**src/rtl/matvec_acc_stream_if.sv**
```systemverilog
// Streaming bundle for matvec_acc_stream: tile input side (s_*) and result side (m_*).
// master drives tiles and consumes results; slave is the multiplier itself.
interface matvec_acc_stream_if #(
    parameter int R         = 2,
    parameter int C         = 2,
    parameter int W_X       = 3,
    parameter int W_K       = 3,
    parameter int MAX_TILES = 4
);
    localparam int DEPTH = $clog2(C);
    localparam int W_P   = W_X + W_K + DEPTH;
    localparam int W_Y   = W_P + $clog2(MAX_TILES);

    logic                 s_valid;
    logic                 s_ready;
    logic                 s_last;
    logic                 s_relu;
    logic [R*C*W_K-1:0]   s_k;
    logic [C*W_X-1:0]     s_x;
    logic                 m_valid;
    logic                 m_ready;
    logic [R*W_Y-1:0]     m_y;
    logic                 m_ovf;

    modport master (
        output s_valid, s_last, s_relu, s_k, s_x, m_ready,
        input  s_ready, m_valid, m_y, m_ovf
    );

    modport slave (
        input  s_valid, s_last, s_relu, s_k, s_x, m_ready,
        output s_ready, m_valid, m_y, m_ovf
    );
endinterface

```
**src/rtl/matvec_acc_stream.sv**
```systemverilog
// Pipelined signed matrix-vector multiply-accumulate over column tiles.
// Stages: input capture, products, DEPTH adder-tree levels, per-row accumulator/output.
module matvec_acc_stream #(
    parameter int R         = 2,
    parameter int C         = 2,
    parameter int W_X       = 3,
    parameter int W_K       = 3,
    parameter int MAX_TILES = 4
) (
    input  logic clk,
    input  logic rstn,
    matvec_acc_stream_if.slave bus
);
    localparam int DEPTH = $clog2(C);
    localparam int CP    = 1 << DEPTH;
    localparam int L     = DEPTH + 1;
    localparam int W_PR  = W_X + W_K;
    localparam int W_P   = W_PR + DEPTH;
    localparam int W_Y   = W_P + $clog2(MAX_TILES);
    localparam int CW    = (MAX_TILES > 1) ? $clog2(MAX_TILES) : 1;

    logic                   en;
    logic                   accept;
    logic                   at_max;
    logic                   close;

    logic [CW-1:0]          cnt_q, cnt_d;

    logic                   iv_q, iv_d, il_q, il_d, ir_q, ir_d, io_q, io_d;
    logic signed [W_K-1:0]  ik_q [R][CP];
    logic signed [W_K-1:0]  ik_d [R][CP];
    logic signed [W_X-1:0]  ix_q [CP];
    logic signed [W_X-1:0]  ix_d [CP];

    // level 0 holds products, level DEPTH holds the finished tree sum in lane 0
    logic signed [W_P-1:0]  tr_q [L][R][CP];
    logic signed [W_P-1:0]  tr_d [L][R][CP];
    logic [L-1:0]           tv_q, tv_d, tl_q, tl_d, trl_q, trl_d, to_q, to_d;

    logic signed [W_Y-1:0]  acc_q [R];
    logic signed [W_Y-1:0]  acc_d [R];
    logic signed [W_Y-1:0]  y_q [R];
    logic signed [W_Y-1:0]  y_d [R];
    logic                   mv_q, mv_d, movf_q, movf_d;

    assign en     = !mv_q || bus.m_ready;
    assign accept = bus.s_valid && rstn && en;
    assign at_max = (cnt_q == CW'(MAX_TILES - 1));
    assign close  = bus.s_last || at_max;

    assign bus.s_ready = rstn && en;
    assign bus.m_valid = mv_q;
    assign bus.m_ovf   = movf_q;

    always_comb begin
        bus.m_y = '0;
        for (int r = 0; r < R; r++) begin
            bus.m_y[r*W_Y +: W_Y] = y_q[r];
        end
    end

    always_comb begin
        logic signed [W_PR-1:0] prod;
        logic signed [W_Y-1:0]  sum;
        prod   = '0;
        sum    = '0;
        cnt_d  = cnt_q;
        iv_d   = iv_q;
        il_d   = il_q;
        ir_d   = ir_q;
        io_d   = io_q;
        ik_d   = ik_q;
        ix_d   = ix_q;
        tr_d   = tr_q;
        tv_d   = tv_q;
        tl_d   = tl_q;
        trl_d  = trl_q;
        to_d   = to_q;
        acc_d  = acc_q;
        y_d    = y_q;
        mv_d   = mv_q;
        movf_d = movf_q;

        if (accept) begin
            cnt_d = close ? '0 : cnt_q + CW'(1);
        end

        if (en) begin
            iv_d = accept;
            il_d = close;
            ir_d = bus.s_relu;
            io_d = !bus.s_last && at_max;
            if (accept) begin
                // pad lanes (c >= C) are never loaded and stay zero from reset
                for (int c = 0; c < C; c++) begin
                    ix_d[c] = bus.s_x[c*W_X +: W_X];
                    for (int r = 0; r < R; r++) begin
                        ik_d[r][c] = bus.s_k[(r*C + c)*W_K +: W_K];
                    end
                end
            end

            tv_d[0]  = iv_q;
            tl_d[0]  = il_q;
            trl_d[0] = ir_q;
            to_d[0]  = io_q;
            for (int r = 0; r < R; r++) begin
                for (int c = 0; c < C; c++) begin
                    prod          = ik_q[r][c] * ix_q[c];
                    tr_d[0][r][c] = W_P'(prod);
                end
            end

            for (int lvl = 1; lvl <= DEPTH; lvl++) begin
                tv_d[lvl]  = tv_q[lvl-1];
                tl_d[lvl]  = tl_q[lvl-1];
                trl_d[lvl] = trl_q[lvl-1];
                to_d[lvl]  = to_q[lvl-1];
                for (int r = 0; r < R; r++) begin
                    for (int i = 0; i < (CP >> lvl); i++) begin
                        tr_d[lvl][r][i] = tr_q[lvl-1][r][2*i] + tr_q[lvl-1][r][2*i+1];
                    end
                end
            end

            mv_d = tv_q[DEPTH] && tl_q[DEPTH];
            if (tv_q[DEPTH]) begin
                for (int r = 0; r < R; r++) begin
                    sum = acc_q[r] + W_Y'(tr_q[DEPTH][r][0]);
                    if (tl_q[DEPTH]) begin
                        y_d[r]   = (trl_q[DEPTH] && sum[W_Y-1]) ? '0 : sum;
                        acc_d[r] = '0;
                    end else begin
                        acc_d[r] = sum;
                    end
                end
                if (tl_q[DEPTH]) begin
                    movf_d = to_q[DEPTH];
                end
            end
        end
    end

    always_ff @(posedge clk or negedge rstn) begin
        if (!rstn) begin
            cnt_q  <= '0;
            iv_q   <= 1'b0;
            il_q   <= 1'b0;
            ir_q   <= 1'b0;
            io_q   <= 1'b0;
            ik_q   <= '{default: '0};
            ix_q   <= '{default: '0};
            tr_q   <= '{default: '0};
            tv_q   <= '0;
            tl_q   <= '0;
            trl_q  <= '0;
            to_q   <= '0;
            acc_q  <= '{default: '0};
            y_q    <= '{default: '0};
            mv_q   <= 1'b0;
            movf_q <= 1'b0;
        end else begin
            cnt_q  <= cnt_d;
            iv_q   <= iv_d;
            il_q   <= il_d;
            ir_q   <= ir_d;
            io_q   <= io_d;
            ik_q   <= ik_d;
            ix_q   <= ix_d;
            tr_q   <= tr_d;
            tv_q   <= tv_d;
            tl_q   <= tl_d;
            trl_q  <= trl_d;
            to_q   <= to_d;
            acc_q  <= acc_d;
            y_q    <= y_d;
            mv_q   <= mv_d;
            movf_q <= movf_d;
        end
    end
endmodule

```
**src/flat_wrapper.sv**
```systemverilog
// flat-port wrapper written by rule: the top's interface ports become plain ports
module matvec_acc_stream_flat 
#(
    parameter int R         = 2,
    parameter int C         = 2,
    parameter int W_X       = 3,
    parameter int W_K       = 3,
    parameter int MAX_TILES = 4
)
  (clk, rstn, bus_s_valid, bus_s_last, bus_s_relu, bus_s_k, bus_s_x, bus_m_ready, bus_s_ready, bus_m_valid, bus_m_y, bus_m_ovf);
  matvec_acc_stream_if #(.R(R), .C(C), .W_X(W_X), .W_K(W_K), .MAX_TILES(MAX_TILES)) bus_i ();
  input  logic clk;
  input  logic rstn;
  input wire logic [$bits(bus_i.s_valid)-1:0] bus_s_valid;
  input wire logic [$bits(bus_i.s_last)-1:0] bus_s_last;
  input wire logic [$bits(bus_i.s_relu)-1:0] bus_s_relu;
  input wire logic [$bits(bus_i.s_k)-1:0] bus_s_k;
  input wire logic [$bits(bus_i.s_x)-1:0] bus_s_x;
  input wire logic [$bits(bus_i.m_ready)-1:0] bus_m_ready;
  output wire logic [$bits(bus_i.s_ready)-1:0] bus_s_ready;
  output wire logic [$bits(bus_i.m_valid)-1:0] bus_m_valid;
  output wire logic [$bits(bus_i.m_y)-1:0] bus_m_y;
  output wire logic [$bits(bus_i.m_ovf)-1:0] bus_m_ovf;
  assign bus_i.s_valid = bus_s_valid;
  assign bus_i.s_last = bus_s_last;
  assign bus_i.s_relu = bus_s_relu;
  assign bus_i.s_k = bus_s_k;
  assign bus_i.s_x = bus_s_x;
  assign bus_i.m_ready = bus_m_ready;
  assign bus_s_ready = bus_i.s_ready;
  assign bus_m_valid = bus_i.m_valid;
  assign bus_m_y = bus_i.m_y;
  assign bus_m_ovf = bus_i.m_ovf;
  matvec_acc_stream #(.R(R), .C(C), .W_X(W_X), .W_K(W_K), .MAX_TILES(MAX_TILES)) u_core (.clk(clk), .rstn(rstn), .bus(bus_i));
endmodule
```
**config.mk**
```make
export PLATFORM = sky130hd
export DESIGN_NAME = matvec_acc_stream_flat
export DESIGN_NICKNAME = d
export VERILOG_FILES = /design/src/rtl/matvec_acc_stream_if.sv /design/src/rtl/matvec_acc_stream.sv /design/src/flat_wrapper.sv
export SDC_FILE = /design/constraint.sdc
export NUM_CORES = 1
export LEC_CHECK = 0
export CAP_MARGIN = 30
export CORE_MARGIN = 1
export CORE_UTILIZATION = 40
export DETAILED_ROUTE_END_ITERATION = 6
export SYNTH_ARGS = -nofsm -noshare
export SYNTH_HDL_FRONTEND = slang
export SYNTH_SLANG_ARGS = --single-unit
```
**constraint.sdc**
```tcl
create_clock -name clk -period 2.6 [get_ports clk]
set_input_delay 0.26 -clock clk [delete_from_list [all_inputs] [get_ports clk]]
set_output_delay 0.26 -clock clk [all_outputs]
set_load 0.005 [all_outputs]
```
* Word level (Yosys, flattened, before mapping)
Index checks and enable logic that the tools add are counted.
Word-level totals: flip-flop bits (word level) 108, bits in latches 0, RAM bits 0, memory bits (read-only) 0, logic and storage cells 56, memories kept 0
Operators by class: add/subtract/negate cells 5, $mul 4, div/mod/pow operators 0, $lt $le $gt $ge 0, equality and inequality tests 1, shifts and indexed selects 0, muxes and demuxes 5, bitwise gates (word level) 0, reductions and logical operators 14
Operators by type and width (number):
- 9-bit two-way mux | 4
- 3-bit by 3-bit multiplier with 6-bit output | 4
- 9-bit by 7-bit adder with 9-bit output | 2
- 6-bit by 6-bit adder with 7-bit output | 2
- 1-bit logical AND | 7
- 2-bit AND reduction | 2
- 3-bit AND reduction | 1
- 2-bit by 1-bit adder with 2-bit output, second input constant | 1
- 2-bit == test, second input constant | 1
- 1-bit logical NOT | 2
- 1-bit logical OR | 2
- 2-bit two-way mux | 1

* Depth between registers and ports, before layout
Gate-level depths: netlist of the first run.
depth after elaboration 4, gate-level depth with buffers 11, depth with buffers taken out 11

* Least setup slack after synthesis of the first run
OpenSTA, ideal clock, no wires.
path kind register to register, start point register u_core.ix_q[3] in the netlist's numbering, end point register, netlist name u_core.tr_q[54], arrival 2.421 ns, data required time 2.463 ns, setup slack 0.042 ns, stages on the path, launching flop included 12, clock period less this slack 2.558 ns, cells stage by stage dfrtp_1 and2_1 inv_1 fa_1 fa_1 inv_1 ha_1 inv_1 fa_1 xor2_1 xnor2_1 a21oi_1
Between the ends: word-level cells in the longest chain between the ends 1
Ends and longest elaborated chain:
- from (decl) | line matvec_acc_stream.sv:32 | logic signed [W_X-1:0] ix_q [CP];
- from (signal assigned) | line matvec_acc_stream.sv:169 | ix_q <= ix_d;
- 3-bit by 3-bit multiplier with 6-bit output | line matvec_acc_stream.sv:109 | prod = ik_q[r][c] * ix_q[c];
No other way between the ends. A chain may end at the register's enable or synchronous reset.

* Worst setup path after layout of the first run
start point register u_core.ik_q[11] in the netlist's numbering, end point register, netlist name u_core.tr_q[54]
Between the ends: word-level cells in the longest chain between the ends 1
Ends and longest elaborated chain:
- from (decl) | line matvec_acc_stream.sv:30 | logic signed [W_K-1:0] ik_q [R][CP];
- from (signal assigned) | line matvec_acc_stream.sv:168 | ik_q <= ik_d;
- 3-bit by 3-bit multiplier with 6-bit output | line matvec_acc_stream.sv:109
No other way between the ends.

==> run metrics, run 1 <==
status complete, no violations; Routed WL per cell 13.9 µm; pre-CTS setup slack -0.0516 ns; Post-DP HPWL 9070 µm; Final Hold Vio Count 0; Cells after Synth 619; critical path launch point type flip-flop; RePlAce Congestion 0.791; most frequent cells in the layout nand2_1, dfrtp_1, ha_1, clkdlybuf4s50_1, a21oi_1; CTS max path bufs 2; diode count 0; maximum number of pins on one net before global-route repair 61; via count 4365; Syn. warnings 0; prevailing post-synth register cell dfrtp_1; post-synthesis net count 712; vias per inst 5.01; first-pass GRT wire length 20900 µm; FFs w/ async S/R, synth 100%; cell area after placement 7020 µm²; final wirelength 12100 µm; PwrDens 1300 nW/µm²; Tightest Hold Check Type in2async; register area share after synthesis 43.4%; worst-path fanout max 3; via count of the first global-routing pass 4377; Critical Path AT 2.76 ns; Tightest Pin Transition 0.756 ns; library cells used by synthesis 42; DRT iter0 DRCs 170; number of max-cap violations 0; number of synthesized flops with an enable pin 0; IO buf count 44; Die H 127 µm; total gr overflow 0; Slew HR 49.6%; remaining antenna violation count 0; Crit. End Element flip-flop; Post-Layout Inst Area 7410 µm²; Avg Synthesized Cell Area 10.1 µm²; fin nets 771; register bit total from synthesis 108; global-route usage over all layers 16.4%; Final Cycle Share 97.6%; row cnt 45; CP required 2.82 ns; TritonCTS clock tree built; clk root buf clkbuf_16; Setup Skew 0.00686 ns; Final min period 2.54 ns; commonest non-fill, non-tap cell in the layout nand2_1; Clock Latency Late Sink 0.35 ns; layout cell share with drive strength beyond 1 14.2%; final number of setup-violating endpoints 0; RSZ-0062 raised after global routing yes; io pins 45; cts hold-fix bufs 0; final worst slack 0.0628 ns; DRC 0; initial antenna violation count 0; TritonRoute pass-1 iters 5; crit path kind reg2reg; Starting Density 40.9%; die span in x 127 µm; pins over their slew limit 0; total CTS buffers 9; LEAKAGE 3.59 nW; Core Footprint 15200 µm²; Cell Area, Synth 6220 µm²; Worst VDD drop 0.566 mV; CTS clock-pin slew for the worst setup and hold paths 0.07 ns; H-tree depth 3; R2R setup slack 0.06 ns; Die ar. 16100 µm²; synth-to-layout area growth 19.1%; Sink Count 108; fmax 0.394 GHz
## final timing paths
| check | from | to | cells after the start |
|---|---|---|---|
| setup / recovery | u_core.ik_q[11]$_DFFE_PN0P_ | u_core.tr_q[54]$_DFFE_PN0N_ | 10 |
| hold / removal | rstn | u_core.bus.m_y[5]$_DFFE_PN0P_ | 2 |
| setup reg to reg | u_core.ik_q[11]$_DFFE_PN0P_ | u_core.tr_q[54]$_DFFE_PN0N_ | 10 |
| hold reg to reg | u_core.tv_q[0]$_DFFE_PN0N_ | u_core.tv_q[0]$_DFFE_PN0N_ | 2 |
| max in group asynchronous | rstn | u_core.tr_q[37]$_DFFE_PN0N_ | 3 |
| min in group clk | bus_s_relu | u_core.ir_q$_DFFE_PN0N_ | 3 |
## cells in the mapped netlist (15+ instances only)
cell | number | area share, %
fa_1 | 20 | 6.4
ha_1 | 49 | 9.9
nor2_1 | 23 | 1.4
nand2_1 | 136 | 8.2
xnor2_1 | 17 | 2.4
clkbuf_1 | 17 | 1.0
dfrtp_1 | 108 | 43
a21oi_1 | 35 | 2.8
o21ai_0 | 15 | 1.2
and2_1 | 16 | 1.6
inv_1 | 34 | 2.1
mux2_2 | 20 | 3.6
## sequential cells by signal, indices dropped and copies added, names as in the netlist, 6 cells and up
signal	count
u_core.bus.m_y	18
u_core.ik_q	12
u_core.tr_q	38
u_core.acc_q	18
u_core.ix_q	6
## critical path: stages (launching register included)
cell and delay [ns]:
dfrtp_1 0.38, buf_4 0.14, and2_1 0.18, fa_1 0.52, ha_4 0.30, ha_4 0.12
inv_2 0.03, fa_2 0.35, xor2_1 0.19, xnor2_1 0.13, a21oi_1 0.08
## metrics by stage
| stage | utilization [%] | total power [mW] | hold WS (ns) | instances | setup TNS (ns) |
|---|---|---|---|---|---|
| after floorplan | - | 6.55 | -0.0356 | 619 | 0 |
| after global placement | 46.2 | 7.93 | 0.432 | 854 | 0 |
| after detailed placement | 46.2 | 8.12 | 0.438 | 854 | -0.0632 |
| after CTS | 48.3 | 9.62 | 0.0552 | 871 | -0.0139 |
| after global routing | 48.7 | 10.6 | 0.0815 | 871 | -0.0508 |
| final | 48.7 | 9.62 | 0.0304 | 871 | 0 |
## layer usage
| layer | global-route usage (%) | wire, µm | up-vias |
|---|---|---|---|
| li1 | - | - | 2217 |
| met1 | 21.1 | 5730 | 2061 |
| met2 | 27.9 | 5800 | 77 |
| met3 | 4.05 | 421 | 10 |
| met4 | 3.92 | 146 | 0 |
| met5 | 0 | 0 | - |
## cell type report
| cell class | count | area, µm² |
|---|---|---|
| fillers | 1413 | 7790 |
| multi-input cells | 454 | 3380 |
| flip-flops and latches | 108 | 2710 |
| repair buffers | 71 | 653 |
| clock buffers | 12 | 256 |
| well taps | 188 | 235 |
| inverters | 34 | 130 |
| clock inverters | 4 | 55.1 |
## repair_timing
action | in CTS | in global routing
pin swaps | 3 | 15
gates resized for setup | 4 | 19
endpoints found under the setup margin | 2 | 9
buffers inserted | 1 | 0
## report_power, final
| part | total [mW] | switching (mW) | internal [mW] |
|---|---|---|---|
| logic | 5.27 | 2.74 | 2.53 |
| clock network | 1.43 | 0.621 | 0.807 |
| registers | 2.91 | 0.511 | 2.40 |
## cells by family (layout without fill, tap and decap cells)
family / count (synthesis) / count (layout) / share of synthesized area [%]
xor+xnor: 31 / 31 / 4.36
flops: 108 / 108 / 43.4
mux: 22 / 22 / 4.14
fa+ha+maj: 69 / 69 / 16.3
simple gates: 215 / 215 / 15.1
buf+inv: 57 / 121 / 3.44
compound gates: 117 / 117 / 13.2
(Power assumes the default switching activity.)
==> run 2, diff against run 1 <==
- ABC_AREA: default -> 1
==> run metrics, run 2 <==
Worst VDD drop 0.438 mV; DRC 0; via count of the first global-routing pass 4613; row cnt 45; die span in x 128 µm; global-route usage over all layers 16.6%; Critical Path AT 2.83 ns; Crit path depth 12; TritonCTS clock tree built; fmax 0.386 GHz; most frequent cells in the layout nand2_1, dfrtp_1, inv_1, o21ai_0; Die ar. 16400 µm²; Crit. End Element flip-flop; critical path launch point type flip-flop; LEAKAGE 4.02 nW; diode count 0; RePlAce Congestion 0.794; Post-DP HPWL 8750 µm; area share of the largest cell type after synthesis 42.5%; ranking of synthesized cells by area dfrtp_1, nand2_1, ha_1, fa_1, inv_1; largest family of logic cells by synthesized area simple AND/OR/NAND/NOR gates; PwrDens 1120 nW/µm²; Tightest Hold Check Type in2async; Final Hold Vio Count 0; via count 4710; final number of setup-violating endpoints 0; Crit path max-delay family adder cells; pins over their slew limit 0; mux contribution to synthesized area 0%; max FFs per register 38; initial antenna violation count 0; status complete, no violations; final wirelength 12300 µm; RSZ-0062 raised after global routing yes; post-synthesis simple-gate area fraction 25.9%; clk root buf clkbuf_16; maximum number of pins on one net before global-route repair 56; WP buf/inv 4; top cells by count, synth nand2_1, dfrtp_1, inv_1, o21ai_0, ha_1; synth-to-layout area growth 18.5%; Starting Density 41.4%; Die H 128 µm; io pins 45; adder-cell share of the synthesized area 15.9%; worst-path fanout max 5; FFs w/ async S/R, synth 100%; most numerous cell in the Yosys netlist nand2_1; H-tree depth 3; Syn. warnings 0; cell area after placement 7100 µm²; vias per inst 4.51; layout cell share with drive strength beyond 1 12.4%; Slew HR 53.9%; CP required 2.84 ns; Routed WL per cell 11.8 µm; Core Footprint 15400 µm²; critical path's largest stage delay 0.51 ns; register area share after synthesis 42.5%; Compound-Gate Fraction of Synth Area 5.47%; DRT iter0 DRCs 239; number of synthesized flops with an enable pin 0; library cells used by synthesis 29; Worst path slowest cell fa_1; Cells after Synth 769; register bit total from synthesis 108; Cell Area, Synth 6360 µm²; Post-Layout Inst Area 7540 µm²; Yosys top cell by area dfrtp_1; Tightest Pin Transition 0.692 ns; CTS clock-pin slew for the worst setup and hold paths 0.07 ns; Setup Skew 0.00912 ns; IO buf count 44; number of max-cap violations 0; Avg Synthesized Cell Area 8.28 µm²; Cell Chain, Critical Path inv_2, buf_4, or2_4, fa_1, inv_2, ha_4, ha_4, inv_2, fa_2, xor2_1, xor2_1, o21ai_1; Synth Area in XOR/XNOR 3.17%; fin nets 924; TritonRoute pass-1 iters 4; first-pass GRT wire length 21800 µm; Final min period 2.59 ns; Clock Latency Late Sink 0.35 ns; total gr overflow 0; CTS max path bufs 2; remaining antenna violation count 0; Sink Count 108; Final Cycle Share 99.8%; Worst R2R Path Depth 12; crit path kind reg2reg; post-synthesis net count 862; most used cell, CP inv_2; Reg with most FFs u_core.tr_q; Final TNS setup 0 ns; commonest non-fill, non-tap cell in the layout nand2_1; prevailing post-synth register cell dfrtp_1; total CTS buffers 9
run 2: cell count changes after synthesis, sizes merged, moves of 15 or more:
| cell | before | now |
|---|---|---|
| and2 | 16 | 0 |
| nand3 | 10 | 43 |
| o21ai | 16 | 58 |
| a21o | 15 | 0 |
| inv | 34 | 89 |
| nand2 | 136 | 315 |
| o31ai | 20 | 0 |
| mux2 | 20 | 0 |
| a21oi | 35 | 10 |
run 2: repair_timing:
item	4_1_cts	5_1_grt
pin swaps	9	18
setup buffers	2	6
gates resized for setup	12	23
setup endpoints to repair	4	7
hold buffers	1	0
hold endpoints to repair	15	0
run 2: where the power goes:
part / internal, mW / total, mW / switching [mW] / leakage, nW
Sequential: 2.35 / 2.80 / 0.455 / 1.36
Clock: 0.666 / 1.28 / 0.610 / 0.134
Combinational: 1.89 / 4.37 / 2.48 / 2.52
run 2: worst paths after layout:
kind	slack [ns]	start	end
max in group asynchronous	1.28	rstn	u_core.ix_q[0]$_DFFE_PN0P_
min reg2reg	0.48	u_core.bus.m_y[2]$_DFFE_PN0P_	u_core.bus.m_y[2]$_DFFE_PN0P_
min in group clk	0.44	bus_s_k[10]	u_core.ik_q[1]$_DFFE_PN0P_
max reg2reg	0.006	u_core.ix_q[5]$_DFFE_PN0P_	u_core.tr_q[40]$_DFFE_PN0N_
max	0.006	u_core.ix_q[5]$_DFFE_PN0P_	u_core.tr_q[40]$_DFFE_PN0N_
min	0.32	rstn	u_core.tr_q[27]$_DFFE_PN0N_
run 2: cell families after synthesis:
family,after synthesis
AO/OA/AOI/OAI,68
XOR/XNOR,23
AND/OR/NAND/NOR,390
buffers and inverters,111
flip-flops,108
adder cells (fa/ha/maj),69
run 2: final cells by class:
class	instances	area, µm²
Clock inverter	4	27.5
Multi-Input combinational cell	550	3310
Timing Repair Buffer	73	658
Sequential cell	108	2710
Fill cell	1523	7830
Clock buffer	10	239
Tap cell	211	264
Inverter	89	334
run 2: routing by layer:
| metal | GRT usage (%) | wire, µm | part of all wire, % |
|---|---|---|---|
| met1 | 22.2 | 6010 | 49 |
| met2 | 27.4 | 5900 | 48 |
| met3 | 4.13 | 330 | 2.7 |
| met4 | 3.32 | 83 | 0.67 |
| met5 | 0 | 0 | 0 |
run 2: stage by stage:
| step | hold slack (ns) | std cells | utilization, % | total power, mW | setup slack, ns |
|---|---|---|---|---|---|
| 3_5_place_dp | 0.143 | 1022 | 46.2 | 7.04 | -0.128 |
| 4_1_cts | 0.316 | 1039 | 48.2 | 8.40 | -0.0100 |
| 3_3_place_gp | 0.140 | 1022 | 46.2 | 6.96 | -0.0682 |
| 5_1_grt | 0.335 | 1045 | 49.1 | 9.39 | -0.0864 |
| 2_1_floorplan | -0.0356 | 769 | - | 5.85 | -0.0471 |
| 6_report | 0.319 | 1045 | 49.1 | 8.45 | 0.00623 |
